### src/rtl/hex_counter_pkg.sv
// Shared types and helpers for the hex rate counter and its rate divider.
package hex_counter_pkg;

  // Width of one displayed hex digit
  localparam int DIGIT_W = 4;

  // Rate selection encoding as it arrives on the 2-bit speed input
  typedef enum logic [1:0] {
    SPD_FULL    = 2'b00,
    SPD_1HZ     = 2'b01,
    SPD_HALF    = 2'b10,
    SPD_QUARTER = 2'b11
  } speed_t;

  // Tick period in clock cycles for a given rate selection
  function automatic int period_of(input speed_t spd, input int clk_hz);
    int p;
    case (spd)
      SPD_FULL:    p = 1;
      SPD_1HZ:     p = clk_hz;
      SPD_HALF:    p = 2 * clk_hz;
      SPD_QUARTER: p = 4 * clk_hz;
      default:     p = 1;
    endcase
    return p;
  endfunction

endpackage

### src/rtl/rate_divider.sv
// Rate divider: a down-counter that produces a count-enable (fire) every P
// enabled cycles, where P is chosen by speed at the moment the counter reloads.
module rate_divider
  import hex_counter_pkg::*;
#(
  parameter int CLK_HZ = 50_000_000
) (
  input  logic       clk,
  input  logic       reset,
  input  logic       en,
  input  logic [1:0] speed,
  input  logic       restart,
  output logic       fire
);

  // Wide enough to hold the longest reload value, 4*CLK_HZ-1
  localparam int CNT_W = $clog2(4 * CLK_HZ);

  logic [CNT_W-1:0] rd_cnt;
  logic [CNT_W-1:0] reload_val;
  speed_t           spd;

  assign spd  = speed_t'(speed);
  assign fire = en && (rd_cnt == '0);

  // Reload value P-1 for the currently selected rate
  always_comb begin
    reload_val = CNT_W'(period_of(spd, CLK_HZ) - 1);
  end

  // Interval counter: restart and fire both begin a fresh interval, speed is
  // only looked at here so a mid-interval change waits for the next reload
  always_ff @(posedge clk or posedge reset) begin
    if (reset) begin
      rd_cnt <= '0;
    end else if (restart || fire) begin
      rd_cnt <= reload_val;
    end else if (en) begin
      rd_cnt <= rd_cnt - CNT_W'(1);
    end
  end

endmodule

### src/rtl/hex_rate_counter.sv
// Multi-digit up/down hex counter stepped by a selectable-rate divider,
// feeding one nibble per seven-segment decoder plus tick/wrap status pulses.
module hex_rate_counter
  import hex_counter_pkg::*;
#(
  parameter int CLK_HZ = 50_000_000,
  parameter int DIGITS = 4
) (
  input  logic                      clk,
  input  logic                      reset,
  input  logic                      en,
  input  logic                      up,
  input  logic [1:0]                speed,
  input  logic                      load,
  input  logic [DIGIT_W*DIGITS-1:0] load_val,
  output logic [DIGIT_W*DIGITS-1:0] digits,
  output logic                      tick,
  output logic                      wrap
);

  localparam int W = DIGIT_W * DIGITS;

  logic         fire;
  logic [W-1:0] count_next;
  logic         wrap_next;

  // A load restarts the interval so the next step lands a full period later
  rate_divider #(
    .CLK_HZ(CLK_HZ)
  ) u_rate_divider (
    .clk    (clk),
    .reset  (reset),
    .en     (en),
    .speed  (speed),
    .restart(load),
    .fire   (fire)
  );

  // Next count in plain binary, nibbles carry/borrow into their neighbours
  always_comb begin
    count_next = digits;
    wrap_next  = 1'b0;
    if (up) begin
      count_next = digits + W'(1);
      wrap_next  = (digits == {W{1'b1}});
    end else begin
      count_next = digits - W'(1);
      wrap_next  = (digits == '0);
    end
  end

  // Counter and status flags: load beats fire beats hold, pulses align with
  // the first cycle the new count is visible
  always_ff @(posedge clk or posedge reset) begin
    if (reset) begin
      digits <= '0;
      tick   <= 1'b0;
      wrap   <= 1'b0;
    end else if (load) begin
      digits <= load_val;
      tick   <= 1'b0;
      wrap   <= 1'b0;
    end else if (fire) begin
      digits <= count_next;
      tick   <= 1'b1;
      wrap   <= wrap_next;
    end else begin
      tick   <= 1'b0;
      wrap   <= 1'b0;
    end
  end

endmodule
### config.mk
export PLATFORM = sky130hd
export DESIGN_NAME = hex_rate_counter
export DESIGN_NICKNAME = d
export VERILOG_FILES = /design/src/rtl/hex_counter_pkg.sv /design/src/rtl/rate_divider.sv /design/src/rtl/hex_rate_counter.sv
export SDC_FILE = /design/constraint.sdc
export NUM_CORES = 1
export LEC_CHECK = 0
export ABC_AREA = 1
export BUFFER_PORTS_ARGS = -buffer_cell sky130_fd_sc_hd__buf_4
export CAP_MARGIN = 20
export CORE_MARGIN = 1.5
export CORE_UTILIZATION = 45
export DETAILED_ROUTE_END_ITERATION = 8
export SLEW_MARGIN = 30
export SYNTH_ARGS = -nofsm -noshare
export SYNTH_HDL_FRONTEND = slang
export SYNTH_SLANG_ARGS = --single-unit
### constraint.sdc
create_clock -name clk -period 3.5 [get_ports clk]
set_input_delay 0 -clock clk [delete_from_list [all_inputs] [get_ports clk]]
set_output_delay 0 -clock clk [all_outputs]
set_load 0.01 [all_outputs]
==> flow_summary.json <==
{
  "status": "finished clean",
  "clock.fmax_mhz": 424,
  "grt_max_degree": 47,
  "portBuffers": 40,
  "worstRegToRegCells": 8,
  "busiest_layer": "met1",
  "avgViaCountPerCell": 5.23,
  "cp-endpoint": "u_rate_divider.rd_cnt[4]",
  "syn-num-nets": 662,
  "r2r_slack_ns": 1.14,
  "drcViolationCount": 0,
  "initial_utilization_pct": 47.0,
  "setup_tns_ns": 0,
  "cts_made_buffers": 5,
  "die_h_um": 96.3,
  "hpwlAfterDp_mm": 8.38,
  "wl_per_cell_um": 14.6,
  "tightest_slew_ns": 0.914,
  "postSynthCellCount": 617,
  "num_antenna_cells": 0,
  "setup_viol": 0,
  "r2r_end": "u_rate_divider.rd_cnt[4]",
  "fin_crit_ns": 2.36,
  "yosysSeqAreaShare_pct": 29.4,
  "slew_headroom_pct": 38.9,
  "syn_area_um2": 3920,
  "peakVddDrop_uv": 214,
  "required_ns": 3.72,
  "maxSlewViolCount": 0,
  "drive_above_1_share_pct": 10.3,
  "finalNetCount": 712,
  "worstPathArrival_ns": 2.58,
  "antenna_found_initial": 0,
  "cts_hold_buf": 13,
  "cp-startpoint": "u_rate_divider.rd_cnt[0]",
  "maxCapViolCount": 0,
  "final-hold-violation-count": 0,
  "pin_count": 41,
  "cts_max_path_buffers": 2,
  "cp-start-kind": "register",
  "total_power_w": 0.00181,
  "synth.ff_latch_count": 46,
  "routed_wl_mm": 11.3,
  "dr.pass1.iters": 5,
  "cts_root_buf": "clkbuf_8",
  "die_area_um2": 9280,
  "cts_resized": 0,
  "use_met3_pct": 2.92,
  "crit_path_max_fanout": 26,
  "setup.worst_path.class": "register to register",
  "netlist-cell-type-count": 35,
  "core_area_um2": 8340,
  "vias": 4035,
  "drt_iter0_markers": 279,
  "die_w_um": 96.3,
  "hp-class": "primary input to register",
  "grt_pass1_vias": 3543,
  "cp-end-kind": "register",
  "syn_avg_cell_area_um2": 6.35,
  "htree_levels": 2,
  "fin_crit_sh_pct": 67.4,
  "area_growth_pct": 15.5,
  "clkSinkCount": 46,
  "use_met1_pct": 41.5,
  "track_usage_pct": 25.8,
  "post-cts-setup-buffer-count": 0,
  "leakage_nw": 2.35,
  "synth_warnings": 0,
  "power_density_nw_per_um2": 399,
  "grt_pass1_wl_mm": 18.2,
  "clock_skew_ns": 0.00968,
  "gp_congestion": 0.944,
  "ant_nets": 0,
  "holdWs_ns": 0.00559,
  "rsz0062_at_grt": "false",
  "reg2reg_from": "u_rate_divider.rd_cnt[0]",
  "path_clk_slew_ns": 0.10,
  "grt_overflow": 0,
  "insertion_delay_ns": 0.31,
  "rows": 33,
  "gr-usage-met2_pct": 36.3,
  "cts_tree": "built"
}
[logic make-up (layout without fill, tap and decap cells)]
logic type	Yosys count	count (layout)	share of synthesized area [%]
buf+inv	95	145	9.99
fa+ha+maj	22	22	7.21
flops	46	46	29.4
simple gates	367	367	39.4
compound gates	73	73	10.9
xor+xnor	14	14	3.13
[state kept, by name, indices dropped and copies added, names as in the netlist]
name / count
digits: 16
u_rate_divider.rd_cnt: 28
tick: 1
wrap: 1
[layer usage]
metal / part of all wire [%] / vias to the layer above
met5: 0 / -
li1: - / 2063
met1: 54 / 1846
met4: 0.70 / 0
met2: 40 / 120
met3: 5.7 / 6
[power breakdown]
group | internal [W] | switching, W | leakage (nW) | total (W)
logic | 0.000264 | 0.000422 | 1.74 | 0.000686
clock network | 0.000229 | 0.000200 | 0.0573 | 0.000429
registers | 0.000598 | 0.0000932 | 0.558 | 0.000691
[cells in the final DEF (no fill, tap or decap), types with 2 or more instances in the layout]
cell type / n
nand4_1: 14
nor4_1: 5
dfrtp_1: 46
a21boi_0: 2
nand3_1: 45
nand2_2: 3
a21oi_2: 3
nor2_2: 5
nor3_1: 5
o211ai_1: 3
a21oi_1: 36
buf_4: 41
inv_1: 82
o21ai_1: 2
nor2_1: 99
ha_1: 21
o21ai_0: 21
xor2_1: 10
clkbuf_8: 6
nand2_1: 185
nor2_4: 3
xnor2_1: 4
dlygate4sd3_1: 13
o22ai_2: 2
[Yosys cell counts]
| master | n | area (um^2) |
|---|---|---|
| buf_6 | 3 | 33.8 |
| nand3b_1 | 1 | 7.51 |
| nor2_2 | 5 | 31.3 |
| o21ai_1 | 2 | 10.0 |
| xnor2_1 | 4 | 35.0 |
| a21boi_0 | 2 | 15.0 |
| or2_2 | 1 | 6.26 |
| nor3_1 | 5 | 25.0 |
| inv_1 | 83 | 312 |
| o21ai_4 | 1 | 16.3 |
| a22oi_1 | 1 | 7.51 |
| nand2_4 | 1 | 11.3 |
| nor2_4 | 3 | 33.8 |
| o211ai_1 | 3 | 22.5 |
| clkbuf_1 | 4 | 15.0 |
| nand2_2 | 3 | 18.8 |
| buf_4 | 2 | 15.0 |
| a31oi_2 | 1 | 12.5 |
| a21oi_2 | 3 | 26.3 |
| nor2_1 | 99 | 372 |
| xor2_1 | 10 | 87.6 |
| a21oi_1 | 36 | 180 |
| clkinv_1 | 1 | 3.75 |
| fa_1 | 1 | 20.0 |
| buf_2 | 1 | 5.00 |
| dfrtp_1 | 46 | 1150 |
| o21ai_0 | 21 | 105 |
| ha_1 | 21 | 263 |
| nand2_1 | 185 | 694 |
| nand4_1 | 14 | 87.6 |
| clkbuf_4 | 1 | 7.51 |
| o21bai_1 | 1 | 7.51 |
| nand3_1 | 45 | 225 |
| o22ai_2 | 2 | 25.0 |
| nor4_1 | 5 | 31.3 |
[through the flow]
stage / cells / instance area [um^2] / setup slack, ns / util [%]
finish: 772 / 4530 / 1.14 / 54.3
global route: 772 / 4530 / 0.926 / 54.3
CTS: 772 / 4530 / 1.18 / 54.3
detailed placement: 752 / 4290 / 1.20 / 51.4
global placement: 752 / 4280 / 1.28 / 51.4
floorplan: 617 / 3920 / 1.78 / -
[critical path: stages, from the launching register on]
cell	delay, ns
dfrtp_1	0.45
inv_1	0.14
ha_1	0.16
nand2_1	0.05
nor3_1	0.12
nand2_1	0.13
o21ai_4	0.69
a21oi_1	0.31
a21oi_1	0.22
[worst min-delay path by stage]
| stage | startpoint | endpoint | cells past startpoint |
|---|---|---|---|
| after floorplan | en | u_rate_divider.rd_cnt[12] | 2 |
| after global placement | load_val[0] | digits[0] | 3 |
| after detailed placement | reset | u_rate_divider.rd_cnt[22] | 2 |
| after CTS | load_val[14] | digits[14] | 5 |
| after global routing | en | u_rate_divider.rd_cnt[12] | 3 |
| final | load_val[14] | digits[14] | 5 |
[area by class of cell]
type,count,area [um^2]
inverters,84,318
repair buffers,54,438
clock inverters,1,30.0
flip-flops and latches,46,1150
multi-input cells,476,2380
well taps,105,131
fillers,861,3810
clock buffers,6,82.6
(Power assumes the default switching activity.)
